<file path="config.mk">
export PLATFORM = sky130hd
export DESIGN_NAME = shift_in_deser_flat
export DESIGN_NICKNAME = d
export VERILOG_FILES = /design/src/rtl/shift_in_deser_if.sv /design/src/rtl/shift_in_deser.sv /design/src/flat_wrapper.sv
export SDC_FILE = /design/constraint.sdc
export NUM_CORES = 1
export LEC_CHECK = 0
export BUFFER_PORTS_ARGS = -buffer_cell sky130_fd_sc_hd__buf_2
export CAP_MARGIN = 40
export CORE_UTILIZATION = 45
export DETAILED_ROUTE_END_ITERATION = 10
export GPL_TIMING_DRIVEN = 1
export PLACE_DENSITY = 0.8
export SYNTH_ARGS = -nofsm -noshare
export SYNTH_HDL_FRONTEND = slang
export SYNTH_SLANG_ARGS = --single-unit
</file>
<file path="constraint.sdc">
create_clock -name clk -period 3.1 [get_ports clk]
set_clock_uncertainty 0.1 [all_clocks]
set_input_delay 0.155 -clock clk [delete_from_list [all_inputs] [get_ports clk]]
set_output_delay 0.155 -clock clk [all_outputs]
set_load 0.005 [all_outputs]
</file>
<file path="src/rtl/shift_in_deser_if.sv">
// Serial-in / parallel-out bundle for shift_in_deser.
// Serial side and word handshake share one interface instance.
interface shift_in_deser_if #(
    parameter int WIDTH = 8
);
    localparam int CW = $clog2(WIDTH + 1);

    logic             in_valid;
    logic             in;
    logic             start;
    logic [WIDTH-1:0] out;
    logic             out_valid;
    logic             out_ready;
    logic [CW-1:0]    bit_count;
    logic             overrun;

    modport master (
        output in_valid,
        output in,
        output start,
        output out_ready,
        input  out,
        input  out_valid,
        input  bit_count,
        input  overrun
    );

    modport slave (
        input  in_valid,
        input  in,
        input  start,
        input  out_ready,
        output out,
        output out_valid,
        output bit_count,
        output overrun
    );
endinterface

</file>
<file path="src/rtl/shift_in_deser.sv">
// Parametrised serial-to-parallel deserialiser with resync,
// valid/ready word output and sticky overrun.
module shift_in_deser #(
    parameter int WIDTH     = 8,
    parameter bit LSB_FIRST = 1'b1
) (
    input logic           clk,
    input logic           rst,
    shift_in_deser_if.slave bus
);
    localparam int CW = $clog2(WIDTH + 1);
    localparam logic [CW-1:0] LAST = CW'(WIDTH - 1);

    typedef enum logic {
        EMPTY = 1'b0,
        FULL  = 1'b1
    } state_t;

    state_t           state_q;
    state_t           state_d;
    logic [WIDTH-1:0] sreg_q;
    logic [WIDTH-1:0] sreg_d;
    logic [WIDTH-1:0] out_q;
    logic [WIDTH-1:0] out_d;
    logic [CW-1:0]    cnt_q;
    logic [CW-1:0]    cnt_d;
    logic             ovr_q;
    logic             ovr_d;

    logic [WIDTH-1:0] base;
    logic [WIDTH-1:0] shifted;
    logic [CW-1:0]    cnt_base;
    logic             complete;
    logic             load;

    // State register
    always_ff @(posedge clk) begin
        if (rst) begin
            state_q <= EMPTY;
            sreg_q  <= '0;
            out_q   <= '0;
            cnt_q   <= '0;
            ovr_q   <= 1'b0;
        end else begin
            state_q <= state_d;
            sreg_q  <= sreg_d;
            out_q   <= out_d;
            cnt_q   <= cnt_d;
            ovr_q   <= ovr_d;
        end
    end

    // Resync folds into the same cycle's sample as bit 0
    always_comb begin
        base     = bus.start ? '0 : sreg_q;
        cnt_base = bus.start ? '0 : cnt_q;
        if (LSB_FIRST)
            shifted = {bus.in, base[WIDTH-1:1]};
        else
            shifted = {base[WIDTH-2:0], bus.in};
        complete = bus.in_valid && (cnt_base == LAST);
        sreg_d   = bus.in_valid ? shifted : base;
        cnt_d    = cnt_base;
        if (bus.in_valid)
            cnt_d = complete ? '0 : cnt_base + CW'(1);
        load  = complete && (state_q == EMPTY || bus.out_ready);
        out_d = load ? shifted : out_q;
        ovr_d = ovr_q
              | (complete && state_q == FULL && !bus.out_ready);
    end

    // Next-state logic
    always_comb begin
        state_d = state_q;
        case (state_q)
            EMPTY: if (complete) state_d = FULL;
            FULL:  if (!complete && bus.out_ready) state_d = EMPTY;
            default: state_d = EMPTY;
        endcase
    end

    // Output logic
    always_comb begin
        bus.out       = out_q;
        bus.out_valid = (state_q == FULL);
        bus.bit_count = cnt_q;
        bus.overrun   = ovr_q;
    end
endmodule

</file>
<file path="src/flat_wrapper.sv">
// flat-port wrapper written by rule: the top's interface ports become plain ports
module shift_in_deser_flat 
#(
    parameter int WIDTH     = 8,
    parameter bit LSB_FIRST = 1'b1
)
  (clk, rst, bus_in_valid, bus_in, bus_start, bus_out_ready, bus_out, bus_out_valid, bus_bit_count, bus_overrun);
  shift_in_deser_if #(.WIDTH(WIDTH)) bus_i ();
  input logic clk;
  input logic rst;
  input wire logic [$bits(bus_i.in_valid)-1:0] bus_in_valid;
  input wire logic [$bits(bus_i.in)-1:0] bus_in;
  input wire logic [$bits(bus_i.start)-1:0] bus_start;
  input wire logic [$bits(bus_i.out_ready)-1:0] bus_out_ready;
  output wire logic [$bits(bus_i.out)-1:0] bus_out;
  output wire logic [$bits(bus_i.out_valid)-1:0] bus_out_valid;
  output wire logic [$bits(bus_i.bit_count)-1:0] bus_bit_count;
  output wire logic [$bits(bus_i.overrun)-1:0] bus_overrun;
  assign bus_i.in_valid = bus_in_valid;
  assign bus_i.in = bus_in;
  assign bus_i.start = bus_start;
  assign bus_i.out_ready = bus_out_ready;
  assign bus_out = bus_i.out;
  assign bus_out_valid = bus_i.out_valid;
  assign bus_bit_count = bus_i.bit_count;
  assign bus_overrun = bus_i.overrun;
  shift_in_deser #(.WIDTH(WIDTH), .LSB_FIRST(LSB_FIRST)) u_core (.clk(clk), .rst(rst), .bus(bus_i));
endmodule
</file>
## Yosys cells after proc, flatten, opt, wreduce, memory -nomap -nowiden

Cells that the tools add are included.

| word-level totals | value |
|---|---|
| input port bits | 6 |
| register bits | 21 |

| cells by class | value |
|---|---|
| multiplexer cells | 8 |
| bitwise logic cells | 2 |
| reduce and logical (&&, ||, !) cells | 8 |
| equal/unequal tests | 1 |
| add/sub/neg operators | 1 |

Operators with widths:

| cell | number |
|---|---|
| $mux W8 | 2 |
| $mux W4 | 3 |
| $logic_and A1 B1 Y1 | 5 |
| $add A4 B1 Y4 const B | 1 |
| $eq A4 B3 Y1 const B | 1 |
| $logic_not A1 Y1 | 2 |
| $mux W1 | 2 |
| $pmux W1 S2 | 1 |
| $logic_or A1 B1 Y1 | 1 |
| $not A1 Y1 | 1 |
| $or A1 B1 Y1 | 1 |

## Longest topological paths before layout

Gate-level depths: netlist of run 1.

| logic depth | value |
|---|---|
| word-level depth | 7 |
| mapped depth | 6 |
| gate-level depth less buffers | 5 |

## Least setup slack after synthesis of run 1

Ideal clock, no wire load.

| timing path | value |
|---|---|
| path type | register to register |
| start point | register u_core.cnt_q[0], in the netlist u_core.bus.bit_count[0] |
| end point | register u_core.out_q[4], in the netlist u_core.bus.out[4] |
| period minus slack after synthesis | 1552 ps |
| setup slack | 1548 ps |
| library setup time | 135 ps |
| stages on the path, launching flop included | 6 |
| data required time | 2865 ps |
| arrival | 1317 ps |
| cells stage by stage | dfxtp_1 -> and2b_1 -> ha_1 -> nand4b_2 -> o311ai_0 -> o41ai_1 |

| on the way | value |
|---|---|
| word-level cells in the longest chain between the ends | 4 |

RTL lines:

| what | RTL line | source |
|---|---|---|
| start, declared | shift_in_deser.sv:25 | `logic [CW-1:0] cnt_q;` |
| start signal, assigned | shift_in_deser.sv:48 | `cnt_q <= cnt_d;` |
| $mux W4 | shift_in_deser.sv:56 | `cnt_base = bus.start ? '0 : cnt_q;` |
| $eq A4 B3 Y1 | shift_in_deser.sv:61 | `complete = bus.in_valid && (cnt_base == LAST);` |
| $logic_and A1 B1 Y1 | shift_in_deser.sv:61 |  |
| $logic_and A1 B1 Y1 | shift_in_deser.sv:66 | `load = complete && (state_q == EMPTY \|\| bus.out_ready);` |
| end signal, assigned | shift_in_deser.sv:47 | `out_q <= out_d;` |
| end, declared | shift_in_deser.sv:23 | `logic [WIDTH-1:0] out_q;` |

No other way between the ends.
A chain may end at the register's enable or synchronous reset.

## Worst setup path in the final report of run 1

| timing path | value |
|---|---|
| start point | register u_core.cnt_q[0], in the netlist u_core.bus.bit_count[0] |
| end point | register u_core.out_q[6], in the netlist u_core.bus.out[6] |

The elaborated chain is that of the path after synthesis.

==> impl_results.md, run 1 <==
* Hold path start: bus_in
* Ranking of synthesized cells by area: dfxtp_1, mux2i_1, o311ai_0, nor2_1, o31ai_1
* CP Cell Sequence: and2b_1, ha_1, nand4b_2, o311ai_0, o41ai_1
* Post-DP HPWL at around 1400 um
* CTS max path bufs at 2
* CTS Hold Buffers Added at 0
* Hold-critical path depth at 3
* GRT Residual Overflow at 0
* Initial antenna violation count at 0
* RR Endpoint: u_core.bus.out[6]
* Crit path max-delay family: compound AO/OA/AOI/OAI gates
* Critical Path Max Stage Delay at 440 ps
* # IOs at 20
* Library cells used by synthesis at 31
* Antenna Cells at 0
* Clock latency on the worst-skew pair at approximately 300 ps
* Syn_nets at 103
* Clock buffer count from CTS at 3
* Pin count of the biggest net entering global routing at 17
* Post-synth EDFFs at 0
* Hold crit path type: in -> reg
* Critical Path Slowest Stage Cell: o311ai_0
* Slew HR at 58.4%
* Setup violations, final at 0
* Total power at 432 uW
* Clk root buf: clkbuf_4
* Status: complete, but fails checks
* Die width at 47.5 um
* Worst reg2reg setup slack at approximately 1300 ps
* WL per Instance at ~14 um
* Drt total wl at 1880 um
* Crit path buf inv count at 0
* Synth Instances at 96
* Worst setup SP type: register
* Tightest Pin Transition at between 600 and 700 ps
* Final Cycle Share at between 50% and 60%
* NumNets Final at 120
* Reg2Reg Depth at 5
* Setup TNS at 0 ps
* Die height at ~48 um
* Final Max Tran Viols at 0
* Violated checks: DRC
* Worst-path clk slew at 130 ps
* Max Cap Viol at 0
* Reg2reg start: u_core.bus.bit_count[0]
* Avg Cell Area, Syn at 9.71 um2
* Syn-to-layout area delta at 12.3%
* CP startpoint: u_core.bus.bit_count[0]
* PD cells at 412 nW/um2
* First-pass GRT wire length at 2870 um
* Router iterations before antenna repair at 6
* CTS tree: yes
* Maximum vdd drop at 242 uV
* Synth top area share at 45.1%
* Cell taking the most area after synthesis: dfxtp_1
* 1st-iter DRT viols at 10
* I/O Buffers at 19
* Post-synthesis sequential area ratio at a little under half
* Critical Path Fanout Max at 9
* Crit path time final at 1800 ps
* Rows at 16
* Worst setup path class: reg -> reg
* Endpoints failing hold at 0
* Global placement routability congestion at between 0.8 and 0.9
* Vias after detailed routing at 769
* DRC errors left at 1
* Primary FF master, synth: dfxtp_1
* Seq cells post-synth at 21
* Leakage power at between 0.0004 and 0.0005 uW
* Post-CTS setup buffers at 0
* Die ar. at 2260 um2
* Worst path required time at 3190 ps
* Post-cts gate resize count at 0
* Layout cells sized above 1 at a little under a quarter
* Vias in the first global route at 628
* Post-route ant nets at 0
* Overall Global Routing Usage at between 10% and 20%
* H-tree Lvls at 1
* Async set or reset register ratio after synthesis at 0%
* RSZ-0062 raised after global routing: false
* Crit. End Element: register
* Hold Path Sink: u_core.bus.out[7]
* Fmax at 0.555 GHz
* Core ar. at 1960 um2
* Synth Cell Area at 932 um2
* Sink Count at 21
* Arrival @ worst endpoint at 1890 ps
* Via/cell ratio at 5.53
* Synth warn at 0
* Initial core utilization at about 48%
-- worst reg2reg max path, stage by stage (launching register included) --
cell      delay [ps]
dfxtp_1          360
and2b_1          180
ha_1             220
nand4b_2         240
o311ai_0         440
o41ai_1          150
-- cell usage after synthesis, drive strengths merged (2+ instances only) --
| cell type | number |
|---|---|
| nor2 | 11 |
| o41ai | 3 |
| clkbuf | 2 |
| nand2b | 3 |
| or3b | 2 |
| xnor2 | 2 |
| inv | 7 |
| a31o | 2 |
| dfxtp | 21 |
| nand4 | 2 |
| and2b | 2 |
| mux2i | 6 |
| o31ai | 4 |
| o311ai | 5 |
| nor4 | 2 |
| nand2 | 4 |
| buf | 5 |
| a21oi | 2 |
-- registers in the layout, indices dropped and copies added (netlist names) --
register	cells
u_core.bus.overrun	1
u_core.sreg_q	7
u_core.bus.out	8
u_core.bus.bit_count	4
u_core.bus.out_valid	1
-- cells in the final DEF, fill, tap and decap left out, types with 3 or more instances in the layout --
cell type	n
dfxtp_1	21
buf_2	19
nor2_1	11
inv_1	7
mux2i_1	6
o311ai_0	5
o31ai_1	4
nand2_1	4
nand2b_1	3
o41ai_1	3
clkbuf_4	3
-- area by class of cell --
cell class / instances / area, um2
Sequential cell: 21 / 420
Timing Repair Buffer: 19 / 95.1
Inverter: 7 / 26.3
Tap cell: 27 / 33.8
Clock buffer: 3 / 22.5
Fill cell: 199 / 915
Multi-Input combinational cell: 61 / 444
Clock inverter: 1 / 5.00
-- worst max path at each step --
| stage | to | slack (ps) | cells past startpoint |
|---|---|---|---|
| after floorplan | u_core.bus.out[4] | 1550 | 5 |
| after global placement | u_core.bus.out[5] | 1370 | 6 |
| after detailed placement | u_core.bus.out[6] | 1210 | 6 |
| final | u_core.bus.out[6] | 1300 | 5 |
| after CTS | u_core.bus.out[6] | 1260 | 5 |
| after global routing | u_core.bus.out[6] | 1170 | 5 |
-- per-layer routing --
layer / vias to the layer above / global-route usage [%] / routed length, um
met1: 376 / 25.1 / 953
met4: 0 / 6.86 / 8
met3: 2 / 2.26 / 67
li1: 376 / - / -
met5: - / 0 / 0
met2: 15 / 29.0 / 850
-- per-stage QoR --
step	utilization [%]	setup slack, ps	hold WS (ps)	area, um2	std cells
6_report	53.4	1300	22.7	1050	139
5_1_grt	53.4	1170	29.5	1050	139
4_1_cts	53.4	1260	23.5	1050	139
3_5_place_dp	52.0	1210	345	1020	135
3_3_place_gp	52.0	1370	329	1020	135
2_1_floorplan	-	1550	196	932	96
-- where the power goes --
| group | switching (uW) | internal (uW) | total [uW] |
|---|---|---|---|
| clock network | 85.4 | 48.1 | 133 |
| logic | 15.6 | 8.97 | 24.6 |
| registers | 1.52 | 272 | 273 |
-- kinds of logic (layout without fill, tap and decap cells) --
kind of cell	Yosys count	count (layout)	synth area share [%]
simple gates	33	33	21.9
flops	21	21	45.1
compound gates	19	19	16.1
buf+inv	14	30	7.25
mux	6	6	6.44
xor+xnor	2	2	1.88
fa+ha+maj	1	1	1.34
No activity file was read; power rests on OpenSTA's default activity.
==> run 2, diff against run 1 <==
ABC_AREA = 1   (was unset)
PLACE_DENSITY = 0.82   (was 0.8)
clock period = 1.48 ns   (was 3.1 ns; I/O delays follow)
==> impl_results.md, run 2 <==
* Final Max Tran Viols at 0
* Leakage power at 0.000634 uW
* Router iterations before antenna repair at 4
* Status: finished, final reports clean
* Worst setup path class: reg -> reg
* Worst path required time at between 1500 and 2000 ps
* Pin count of the biggest net entering global routing at 18
* Rows at 17
* Arrival @ worst endpoint at 1610 ps
* Placed inst area at 1140 um2
* Die ar. at 2500 um2
* Sink Count at 21
* Top-count cell post-synth: nand2_1
* NumNets Final at 174
* CTS tree: yes
* Core ar. at roughly 2200 um2
* Synth Instances at 140
* PD cells at 758 nW/um2
* Maximum vdd drop at 603 uV
* Antenna Cells at 0
* Worst-path clk slew at 120 ps
* CTS max path bufs at 2
* Finished Layout Cells at 194
* Largest register FFs at 8
* Placed cells at 184
* Synth Cell Area at 1040 um2
* Cell taking the most area after synthesis: dfxtp_1
* Slew HR at roughly two thirds
* First-pass GRT wire length at 3370 um
* Reg2Reg Depth at 9
* RR Endpoint: u_core.bus.out[3]
* Area of the multi-input gates at 495 um2
* WL per Instance at around 11 um
* Crit path time final at ~1500 ps
* Library cells used by synthesis at 20
* Final Instance Area at around 1200 um2
* Final Cycle Share at 98.2%
* Via/cell ratio at 4.75
* Worst setup SP type: register
* Busiest grt layer: met2
* I/O Buffers at 19
* Drt total wl at 2100 um
* Hold crit path type: in -> reg
* Top cells by count, synth: nand2_1, inv_1, dfxtp_1
* 1st-iter DRT viols at 13
* Max Cap Viol at 0
* Initial antenna violation count at 0
* Register Area at 423 um2
* Ranking of synthesized cells by area: dfxtp_1, nand2_1, inv_1, a21oi_1, nand4_1
* RSZ-0062 raised after global routing: true
* Endpoints failing hold at 0
* Global-route met3 utilization at between 2 and 3%
* Async set or reset register ratio after synthesis at 0%
* Critical Path Fanout Max at 8
* Clock buffer count from CTS at 3
* Synth top area share at 40.5%
* Primary FF master, synth: dfxtp_1
* # fillers at between 200 and 250
* Post-synth EDFFs at 0
* GR Layer Usage met1 at approximately a fifth
* Tightest Pin Transition at 477 ps
* Post-synthesis sequential area ratio at 40.5%
* Clk root buf: clkbuf_4
* Avg Cell Area, Syn at 7.41 um2
* H-tree Lvls at 1
* Fmax at 0.688 GHz
* Post-DP HPWL at 1420 um
* Initial core utilization at 47.3%
* Setup TNS at 0 ps
* Seq cells post-synth at 21
* Layout cells sized above 1 at 31.9%
* Vias after detailed routing at ~900
* DRC errors left at 0
* Syn-to-layout area delta at 20.5%
* Total power at 948 uW
* M2 GR Usage at 30.2%
* Post-route ant nets at 0
* Worst reg2reg setup slack at 30 ps
* Die width at 50.0 um
* Util after Layout at 57.1%
* Clock latency on the worst-skew pair at 310 ps
* Vias in the first global route at 836
* CP startpoint: u_core.bus.bit_count[1]
* Commonest cells after routing, fill and taps aside: nand2_1, inv_1, buf_2, dfxtp_1, a21oi_1
* CP endpoint: u_core.bus.out[3]
* # IOs at 20
* Crit. End Element: register
* Overall Global Routing Usage at ~18%
* Synth warn at 0
* Global placement routability congestion at 0.771
* Die height at 50.0 um
* GRT Residual Overflow at 0
* Reg2reg start: u_core.bus.bit_count[1]
* Syn_nets at 147
* Commonest non-fill, non-tap cell in the layout: nand2_1
* Setup violations, final at 0
==> run 2: changes by cell type after synthesis, moves of 3 or more <==
| cell | previous run | this run |
|---|---|---|
| o311ai_0 | 5 | 0 |
| inv_1 | 7 | 25 |
| nand2b_1 | 3 | 0 |
| nand4_1 | 2 | 8 |
| nand2_1 | 4 | 41 |
| o31ai_1 | 4 | 0 |
| mux2i_1 | 6 | 0 |
| o21ai_0 | 0 | 5 |
| a21oi_1 | 2 | 10 |
| o41ai_1 | 3 | 0 |
==> run 2: cell type report <==
cell class	instances	share of cell area, %
multi-input cells	87	39.6
flip-flops and latches	21	33.8
repair buffers	27	13.2
inverters	27	8.31
well taps	28	2.80
clock buffers	3	1.80
clock inverters	1	0.400
==> run 2: critical path, cell delays in order (launching register included) <==
cell and delay, ps:
dfxtp_2 350, inv_2 40, nor2_2 90, ha_2 200, nand2_4 90, nor2_8 170, nand3_4 130, nand2_1 90
inv_1 40, nor2_1 100
==> run 2: repair_timing <==
action / in CTS / in global routing
hold buffers: 4 / 0
setup endpoints to repair: 9 / 8
cloned: 1 / 0
gates resized for setup: 2 / 13
buffers inserted: 0 / 1
endpoints found under the hold margin: 10 / 0
pin swaps: 1 / 6
==> run 2: metrics by stage <==
stage	hold WS (ps)	worst slack (ps)
floorplan	36.4	83.8
global placement	208	21.5
detailed placement	218	-61.5
CTS	89.6	23.2
global route	94.1	-65.4
finish	75.6	27.2
==> run 2: cell families (layout without fill, tap and decap cells) <==
| group | after synthesis | count (layout) | synth area share, % |
|---|---|---|---|
| compound gates | 18 | 18 | 9.65 |
| fa+ha+maj | 1 | 1 | 1.21 |
| buf+inv | 33 | 58 | 15.0 |
| flops | 21 | 21 | 40.5 |
| simple gates | 67 | 68 | 33.7 |
==> run 2: worst min-delay path by stage <==
stage                   start                 endpoint  slack, ps  cells past startpoint
finish              bus_start  u_core.bus.bit_count[0]         80                      5
global route        bus_start  u_core.bus.bit_count[0]         90                      5
CTS                 bus_start  u_core.bus.bit_count[0]         90                      5
detailed placement        rst       u_core.bus.overrun        220                      2
global placement          rst       u_core.bus.overrun        210                      2
floorplan                 rst     u_core.bus.out_valid         40                      1
==> run 2: metal layers <==
metal  share of wire (%)  up-vias
met4                 2.2        0
met5                   0        -
met3                 4.1        5
met1                  43      398
li1                    -      485
met2                  51       33
==> run 2: where the power goes <==
part | total, uW | switching [uW] | internal (uW)
sequential | 582 | 4.16 | 578
combinational | 85.9 | 52.7 | 33.2
clock | 280 | 179 | 101
total | 948 | 236 | 713
==> run 3, diff against run 2 <==
HOLD_SLACK_MARGIN = 0.12   (was unset)
SLEW_MARGIN = 25   (was unset)
==> impl_results.md, run 3 (synthesis gave the netlist of run 2 again) <==
* Pin count of the biggest net entering global routing at 18
* Global-route met3 utilization at 2.78%
* WL per Instance at 10.9 um
* CTS tree: yes
* Final Instance Area at 1260 um2
* Max Cap Viol at 0
* Die width at 50.0 um
* Setup TNS at 0 ps
* Core ar. at 2190 um2
* Crit path time final at about 1500 ps
* Setup WS post-layout at 25.6 ps
* Antenna Cells at 0
* Worst-path clk slew at 110 ps
* H-tree Lvls at 1
* Fmax at ~0.7 GHz
* Vias after detailed routing at ~920
* PD cells at 753 nW/um2
* Initial core utilization at a little under half
* Clock buffer count from CTS at 3
* Arrival @ worst endpoint at 1610 ps
* Post-DP HPWL at 1420 um
* GR Layer Usage met1 at 20.9%
* CTS max path bufs at 2
* Slew HR at slightly below 70%
* Clk root buf: clkbuf_4
* Global placement routability congestion at 0.771
* Clock latency on the worst-skew pair at 310 ps
* Final Cycle Share at 98.3%
* Hold crit path type: in -> reg
* Final Hold Slack at about 170 ps
* Placement Setup Slack at -61.5 ps
* NumNets Final at 175
* Placed inst area at between 1000 and 1500 um2
* Crit. End Element: register
* Rows at 17
* Worst path required time at between 1500 and 2000 ps
* Busiest grt layer: met2
* Status: finished, final reports clean
* Critical Path Fanout Max at 8
* Overall Global Routing Usage at 17.8%
* Setup violations, final at 0
* Initial antenna violation count at 0
* Worst setup path class: reg -> reg
* Largest register FFs at 8
* Commonest non-fill, non-tap cell in the layout: nand2_1
* Area of the multi-input gates at 495 um2
* Router iterations before antenna repair at 4
* Drt total wl at 2130 um
* DRC errors left at 0
* Vias in the first global route at roughly 840
* Commonest cells after routing, fill and taps aside: nand2_1, inv_1, buf_2, dfxtp_1, a21oi_1
* Total power at 948 uW
* # fillers at 204
* M2 GR Usage at 30.4%
* GRT Residual Overflow at 0
* Sink Count at 21
* RSZ-0062 raised after global routing: true
* Final Max Tran Viols at 0
* Layout cells sized above 1 at between 30% and 40%
* Syn-to-layout area delta at 21.5%
* Tightest Pin Transition at 478 ps
* Endpoints failing hold at 0
* Worst setup SP type: register
* # IOs at 20
* Maximum vdd drop at 600 uV
* 1st-iter DRT viols at 12
* Register Area at around 420 um2
* Via/cell ratio at 4.74
* Leakage power at 0.000636 uW
* First-pass GRT wire length at 3380 um
* Die height at 50.0 um
* Die ar. at 2500 um2
* I/O Buffers at 19
* Post-route ant nets at 0
## run 3: cell types whose count changed in the layout (fill, tap and decap cells not counted), sizes merged
cell,change
dlygate4sd3,+1
## run 3: path summary, 6_finish.rpt
kind,from,endpoint,slack [ps],depth (start not counted)
worst max-delay path,u_core.bus.bit_count[1],u_core.bus.out[3],30,9
worst min-delay path,bus_start,u_core.sreg_q[1],170,5
worst max register to register,u_core.bus.bit_count[1],u_core.bus.out[3],30,9
worst min register to register,u_core.bus.overrun,u_core.bus.overrun,380,2
## run 3: per-layer routing
layer	share of wire (%)	up-vias
li1	-	485
met1	44	407
met2	50	27
met3	3.4	5
met4	2.3	0
met5	0	-
## run 3: critical path, stage by stage, from the launching register on
cell and delay, ps:
dfxtp_2 350, inv_2 40, nor2_2 90, ha_2 200, nand2_4 90, nor2_8 170, nand3_4 130, nand2_1 90
inv_1 40, nor2_1 100
## run 3: repair_timing
action,in CTS,in global routing
buffers inserted,0,1
gates resized for setup,2,13
pin swaps,1,6
hold endpoints to repair,13,0
setup endpoints to repair,9,9
gates cloned,1,0
hold buffers,5,0
## run 3: final cells by class
| type | instances | share of cell area, % |
|---|---|---|
| clock buffers | 3 | 1.79 |
| clock inverters | 1 | 0.397 |
| inverters | 27 | 8.24 |
| multi-input cells | 87 | 39.3 |
| flip-flops and latches | 21 | 33.6 |
| well taps | 28 | 2.78 |
| repair buffers | 28 | 13.9 |
## run 3: metrics by stage
| step | instances | utilization (%) |
|---|---|---|
| 2_1_floorplan | 140 | - |
| 3_3_place_gp | 184 | 52.0 |
| 3_5_place_dp | 184 | 52.0 |
| 4_1_cts | 194 | 56.3 |
| 5_1_grt | 195 | 57.5 |
| 6_report | 195 | 57.5 |
## run 3: report_power, final
group	internal [uW]	switching, uW	total [uW]
sequential	578	4.12	582
clock	101	176	278
combinational	34.8	53.5	88.3
total	714	234	948
